**config.mk**
```make
export PLATFORM = sky130hd
export DESIGN_NAME = bsg_mul_rr_share
export DESIGN_NICKNAME = d
export VERILOG_FILES = /design/src/rtl/bsg_mul_rr_share.sv
export SDC_FILE = /design/constraint.sdc
export NUM_CORES = 2
export LEC_CHECK = 0
export CELL_PAD_IN_SITES_DETAIL_PLACEMENT = 2
export CELL_PAD_IN_SITES_GLOBAL_PLACEMENT = 2
export CORE_MARGIN = 2
export CORE_UTILIZATION = 39
export DETAILED_ROUTE_END_ITERATION = 6
export PLACE_DENSITY_LB_ADDON = 0.08
export RECOVER_POWER = 100
export SETUP_SLACK_MARGIN = 0.2
export SLEW_MARGIN = 5
export SYNTH_ARGS = -nofsm -noshare
export SYNTH_HDL_FRONTEND = slang
export SYNTH_SLANG_ARGS = --single-unit
export TNS_END_PERCENT = 20
```
**constraint.sdc**
```tcl
create_clock -name clk_i -period 14 [get_ports clk_i]
set_input_delay 2.8 -clock clk_i [delete_from_list [all_inputs] [get_ports clk_i]]
set_output_delay 2.8 -clock clk_i [all_outputs]
set_load 0.005 [all_outputs]
```
**src/rtl/bsg_mul_rr_share.sv**
```systemverilog
// bsg_mul_rr_share: one 32x32 multiplier shared by num_req_p requesters.
// Requesters are served round-robin. Each accepted pair is multiplied and
// the product passes through lat_p registered stages, then leaves tagged
// with the requester's index.
//
// Ports:
//   clk_i, reset_i     clock; synchronous active-high reset
//   v_i[num_req_p]     per-requester operand valid
//   a_i, b_i           packed operands, requester k at [k*width_p +: width_p]
//   ready_o            one-hot grant, qualified by pipeline advance
//   v_o, id_o, c_o     result valid, requester tag, 2*width_p product
//   yumi_i             consumer takes the result (only while v_o=1)
//
// Build option: define BSG_MUL_RR_SHARE_SIGNED_EN to treat the operands as
// two's complement and produce a signed product. When it is undefined the
// product is unsigned.
module bsg_mul_rr_share #(
    parameter int width_p     = 32,
    parameter int num_req_p   = 4,
    parameter int lat_p       = 2,
    localparam int id_width_lp = (num_req_p > 1) ? $clog2(num_req_p) : 1
) (
    input  logic                          clk_i,
    input  logic                          reset_i,
    input  logic [num_req_p-1:0]          v_i,
    input  logic [num_req_p*width_p-1:0]  a_i,
    input  logic [num_req_p*width_p-1:0]  b_i,
    output logic [num_req_p-1:0]          ready_o,
    output logic                          v_o,
    output logic [id_width_lp-1:0]        id_o,
    output logic [2*width_p-1:0]          c_o,
    input  logic                          yumi_i
);

    logic [id_width_lp-1:0] ptr_r;

    logic [lat_p-1:0]       st_v_r;
    logic [id_width_lp-1:0] st_id_r [lat_p];
    logic [2*width_p-1:0]   st_p_r  [lat_p];

    logic                   advance;
    logic                   any_grant;
    logic                   accept;
    logic [num_req_p-1:0]   grant;
    logic [id_width_lp-1:0] gidx;
    logic [width_p-1:0]     a_sel;
    logic [width_p-1:0]     b_sel;
    logic [2*width_p-1:0]   a_ext;
    logic [2*width_p-1:0]   b_ext;
    logic [2*width_p-1:0]   prod;
    int                     k;

    // The stall is global: the whole pipe holds while the result waits.
    assign advance = ~v_o | yumi_i;

    // Round-robin search starting at the pointer, wrapping at the top.
    always_comb begin
        grant     = '0;
        gidx      = '0;
        any_grant = 1'b0;
        a_sel     = '0;
        b_sel     = '0;
        k         = 0;
        for (int i = 0; i < num_req_p; i++) begin
            k = int'(ptr_r) + i;
            if (k >= num_req_p) k = k - num_req_p;
            if (!any_grant && v_i[k]) begin
                any_grant = 1'b1;
                grant[k]  = 1'b1;
                gidx      = id_width_lp'(k);
                a_sel     = a_i[k*width_p +: width_p];
                b_sel     = b_i[k*width_p +: width_p];
            end
        end
    end

    assign ready_o = grant & {num_req_p{advance & ~reset_i}};
    assign accept  = any_grant & advance & ~reset_i;

    // Operands are widened to the full product width, so the low
    // 2*width_p bits of the product are exact in either build.
`ifdef BSG_MUL_RR_SHARE_SIGNED_EN
    assign a_ext = {{width_p{a_sel[width_p-1]}}, a_sel};
    assign b_ext = {{width_p{b_sel[width_p-1]}}, b_sel};
`else
    assign a_ext = {{width_p{1'b0}}, a_sel};
    assign b_ext = {{width_p{1'b0}}, b_sel};
`endif

    assign prod = a_ext * b_ext;

    always_ff @(posedge clk_i) begin
        if (reset_i) begin
            ptr_r <= '0;
        end else if (accept) begin
            if (gidx == id_width_lp'(num_req_p - 1))
                ptr_r <= '0;
            else
                ptr_r <= gidx + id_width_lp'(1);
        end
    end

    // Idle slots also load the id and product, which keeps every stage
    // free of X from reset onward.
    always_ff @(posedge clk_i) begin
        if (reset_i) begin
            st_v_r <= '0;
            for (int s = 0; s < lat_p; s++) begin
                st_id_r[s] <= '0;
                st_p_r[s]  <= '0;
            end
        end else if (advance) begin
            st_v_r[0]  <= accept;
            st_id_r[0] <= gidx;
            st_p_r[0]  <= prod;
            for (int s = 1; s < lat_p; s++) begin
                st_v_r[s]  <= st_v_r[s-1];
                st_id_r[s] <= st_id_r[s-1];
                st_p_r[s]  <= st_p_r[s-1];
            end
        end
    end

    assign v_o  = st_v_r[lat_p-1];
    assign id_o = st_id_r[lat_p-1];
    assign c_o  = st_p_r[lat_p-1];

endmodule

```
[Yosys cells after proc, flatten, opt, wreduce, memory -nomap -nowiden]
Memories as Yosys holds them, arrays and structs flattened.
Index checks and enable logic that the tools add are counted.
Cells by class
  add/subtract/negate cells: 8
  multipliers: 1
  magnitude comparators: 12
  eq/ne operators: 1
  shift-type cells: 8
  mux-type cells: 54
  bitwise logic cells: 14
  reduce and logical (&&, ||, !) cells: 10
Operators with widths (number)
  indexed part select 128 x 32 -> 32 bit: 8
  two-way mux 32 bit: 12
  >= comparator 32 x 1 -> 1 bit (second input constant): 4
  less-than comparator 32 x 4 -> 1 bit (second input constant): 4
  two-way mux 64 bit: 2
  multiplier 32 x 32 -> 64 bit: 1
  two-way mux 1 bit: 21
  two-way mux 4 bit: 4
  two-way mux 2 bit: 7
  bitwise OR 4 bit: 3
  subtractor 3 x 3 -> 4 bit (second input constant): 3
  >= comparator 3 bit (second input constant): 3
  binary-select mux 1 bit (select 2 bit): 4
  demux 1 bit (select 2 bit): 4
  logical AND 1 bit: 7
  adder 2 x 2 -> 3 bit (second input constant): 2
  bitwise OR 1 bit: 5
  bitwise AND 4 bit: 1
  subtractor 2 x 3 -> 4 bit (second input constant): 1
  adder 2 x 1 -> 3 bit (second input constant): 1
  bitwise AND 1 bit: 3
  >= comparator 2 x 3 -> 1 bit (second input constant): 1
  zero test 1 bit: 3
  adder 2 x 1 -> 2 bit (second input constant): 1
  2 further kinds: 3
Word-level totals
  register bits: 4
  memory bits (writable): 132
  input port bits: 263
  output and inout bits: 71
  word-level logic and storage cells: 112
  memories kept: 2
Memory list
  st_p_r: depth 2, width 64, read ports 2, clocked after Yosys merged registers in 0, write ports 2, RTL line 39  | logic [2*width_p-1:0] st_p_r [lat_p];
  st_id_r: depth 2, width 2, read ports 2, clocked after Yosys merged registers in 0, write ports 2, RTL line 38  | logic [id_width_lp-1:0] st_id_r [lat_p];

[Depth between registers and ports, before layout]
  depth in word-level cells: 17
  gate-level depth with buffers: 46
  depth with buffers taken out: 37

[Least setup slack after synthesis]
OpenSTA, ideal clock, no wires.
  path type: input to register
  start point: in v_i[2]
  end point: mem st_p_r[0][60] (netlist name), data pin
  library setup time: 0.268 ns
  arrival: 11.585 ns
  required time: 13.732 ns
  slack: 2.147 ns
  cell stages on the path: 39
  buffers on the path: 7
  cell sequence: buf_2 > mux4_2 > buf_6 > and3_1 > buf_6 > and2_4 > buf_6 > a221oi_1 > nor2_1 > a2111oi_2 > a21o_1 > buf_6 > buf_6 > nor2_1 > fa_1 > inv_1 > fa_1 > inv_1 > (+3 left out) > inv_1 > fa_1 > inv_1 > fa_1 > inv_1 > fa_1 > fa_1 > ha_1 > clkbuf_1 > a21oi_1 > o21ai_1 > nor2_1 > o41a_1 > o41ai_2 > o211ai_1 > a2111oi_2 > o21ai_0 > nor3b_1
RTL lines
  start, declared: RTL line 25  | input logic [num_req_p-1:0] v_i,
  end, declared: RTL line 39

==> results.sh <==
export IMPL_grt_usage_pct=33.9
export IMPL_tightestPinTransition_ps=4190
export IMPL_setup_viol=0
export IMPL_fill_cells=12700
export IMPL_fin_nets=6710
export IMPL_critPathMaxStageDelay_ps=800
export IMPL_rsz0062_at_grt="no"
export IMPL_io_buffer_count=333
export IMPL_grt_pass1_wl_mm=295
export IMPL_grt_use_met1_pct=38.9
export IMPL_crit_path_top_delay_cell="o221a_2"
export IMPL_synth_distinct_cells=76
export IMPL_worstSetupPathType="in2reg"
export IMPL_hold_class="reg2reg"
export IMPL_start_kind="input pin"
export IMPL_grt_max_degree=157
export IMPL_overflow=0
export IMPL_synth_net_count=6544
export IMPL_skew_ps=20.4
export IMPL_grt_use_met2_pct=61.5
export IMPL_max_slew_margin_pct=-179
export IMPL_status="finished with violations"
export IMPL_syn_avg_cell_area_um2=8.88
export IMPL_clock_sinks=136
export IMPL_dieArea_mm2=0.119
export IMPL_placed_cells=6786
export IMPL_ff_latch_area_mm2=0.00405
export IMPL_drt_wl_total_mm=201
export IMPL_dp_slack_ps=35.8
export IMPL_synth_edf_count=132
export IMPL_die_x_um=345
export IMPL_instances_no_fill=6847
export IMPL_setup_tns_ps=0
export IMPL_area_growth_pct=12.7
export IMPL_fin_crit_ps=13550
export IMPL_netlist_area_leader_share_pct=39.5
export IMPL_synth_area_mm2=0.0454
export IMPL_cts_root_buf="clkbuf_16"
export IMPL_vias=38400
export IMPL_holdWs_ps=521
export IMPL_cts_buffers=17
export IMPL_drt_iter0_markers=2095
export IMPL_ys_ff_latch=136
export IMPL_place_hpwl_mm=166
export IMPL_core_mm2=0.116
export IMPL_drive_above_1_share_pct=7.12
export IMPL_max_freq_mhz=73.8
export IMPL_synth_ff_type="edfxtp_1"
export IMPL_crit_arrival_ps=13860
export IMPL_antenna_found_initial=37
export IMPL_cp_end_kind="flip-flop"
export IMPL_finalHoldViolCount=0
export IMPL_async_reset_ff_share_pct=0
export IMPL_insertion_delay_ps=510
export IMPL_ant_nets=0
export IMPL_post_drt_wl_per_cell_um=29.3
export IMPL_finalCritPeriodShare_pct=96.8
export IMPL_cts_hold_buf=0
export IMPL_multi_input_area_mm2=0.0359
export IMPL_violations="capacitance limit, slew limit"
export IMPL_yosys_area_top_type="fa_1"
export IMPL_start_util_pct=39.2
export IMPL_critPathMaxFanout=13
export IMPL_slew_violations=238
export IMPL_yosys_warnings=0
export IMPL_die_h_um=345
export IMPL_met3_usage_pct=3.42
export IMPL_clk_pin_slew_worst_paths_ps=70
export IMPL_crit_required_ps=14310
export IMPL_vias_per_cell=5.61
export IMPL_drcViolationCount=0
export IMPL_cts_tree="done"
export IMPL_setup_slack_ps=454
export IMPL_crit_top_cell="fa_1"
export IMPL_h_tree_depth=4
export IMPL_synth_seq_area_share_pct=8.90
export IMPL_ios=334
export IMPL_synth_area_leaders="fa_1, edfxtp_1, inv_1, ha_1, nor2_1"
export IMPL_max_cap_violations=4
export IMPL_ctsLongestPathBuffers=2
export IMPL_row_count=125
export IMPL_top_usage_layer="met2"
export IMPL_gp_congestion=0.932
export IMPL_dr_pass1_iters=5
export IMPL_grt_pass1_vias=44200
export IMPL_syn_inst=5115
## registers in the layout, summed over array words and instances (netlist names), named ones only
name     cells
st_id_r      4
ptr_r        1
st_p_r     128
st_v_r       2
## layout by cell type (no fill, tap or decap), drive strengths merged, types with 10 or more instances in the layout
cell,netlist,layout
nor3,12,12
diode,0,29
xnor2,32,32
dlygate4sd3,0,73
o221ai,44,44
a21o,39,39
mux2i,229,229
edfxtp,132,132
and3,12,12
mux2,25,25
nand3,39,39
a31oi,22,22
inv,974,979
nand4,24,24
a32o,15,15
o211ai,10,10
nor2,649,649
mux4,34,34
a221oi,20,20
clkdlybuf4s50,0,260
a211o,16,16
nand2,591,591
and2,106,106
nor2b,13,13
xor2,21,21
o21bai,16,16
ha,270,270
buf,257,194
o21ai,78,78
a32oi,13,13
a211oi,27,27
or2,20,20
clkbuf,131,27
fa,896,896
o22ai,38,38
a21oi,126,126
o22a,17,17
nand2b,84,84
## worst max-delay path: cells and delay by family
family	cells	cell delay, ps
adders and majority gates	9	4520
muxes	2	580
buffers and inverters	7	1820
AOI/OAI and AO/OA	9	2900
and+or+nand+nor	5	1200
## cell type report
| class | count | share of cell area, % |
|---|---|---|
| antenna | 29 | 0.142 |
| clock buffer | 19 | 0.865 |
| clock inverter | 13 | 0.313 |
| inverter | 975 | 7.14 |
| multi-input combinational | 3616 | 70.1 |
| sequential | 136 | 7.90 |
| tap | 1524 | 3.72 |
| timing repair buffer | 535 | 9.77 |
## layer usage
metal / vias up / part of all wire [%]
li1: 16200 / -
met1: 20800 / 38
met2: 958 / 52
met3: 370 / 3.7
met4: 4 / 6.4
met5: - / 0.013
## path summary, 6_finish.rpt
check,startpoint,endpoint,slack (ps),cells after the start
worst max-delay path,v_i[2],st_p_r[0][52],450,32
worst min-delay path,st_p_r[0][57],st_p_r[0][121],520,1
worst max register to register,flip-flop,st_p_r[0][52],1190,34
worst min register to register,st_p_r[0][57],st_p_r[0][121],520,1
## synth_stat cells, types with 22 or more instances
| master | n |
|---|---|
| edfxtp_1 | 132 |
| and2_1 | 105 |
| a21oi_1 | 125 |
| buf_2 | 144 |
| ha_1 | 270 |
| inv_1 | 974 |
| buf_4 | 85 |
| mux2_2 | 25 |
| clkbuf_1 | 130 |
| o22ai_1 | 37 |
| a21o_1 | 39 |
| o221ai_1 | 44 |
| xnor2_1 | 32 |
| nand4_1 | 24 |
| nand2b_1 | 84 |
| mux4_2 | 34 |
| nand3_1 | 38 |
| nand2_1 | 591 |
| mux2i_1 | 228 |
| nor2_1 | 648 |
| o21ai_0 | 73 |
| fa_1 | 896 |
| a31oi_1 | 22 |
## repair_timing
action,in CTS,in global routing
hold endpoints to repair,0,0
setup endpoints to repair,0,10
buffers inserted,0,0
gates resized for setup,0,3
## stage by stage
step	util (%)	area, um^2
global placement	43.7	50600
floorplan	-	45400
finish	44.2	51200
CTS	44.2	51200
global route	44.2	51200
detailed placement	43.7	50600
## cells by family (layout without fill, tap and decap cells)
logic type / count (synthesis) / count (layout) / synth area share [%]
AOI/OAI and AO/OA: 541 / 541 / 8.51
xor gates and xnor gates: 53 / 53 / 1.02
adders and majority gates: 1166 / 1166 / 46.9
buffers and inverters: 1363 / 1542 / 12.6
DFF: 136 / 136 / 8.90
muxes: 288 / 288 / 7.38
other: 0 / 29 / 0
and+or+nand+nor: 1568 / 1568 / 14.7
Power is not shown: default switching activity piles up to over one toggle a cycle in this logic, so the estimate is an artifact.
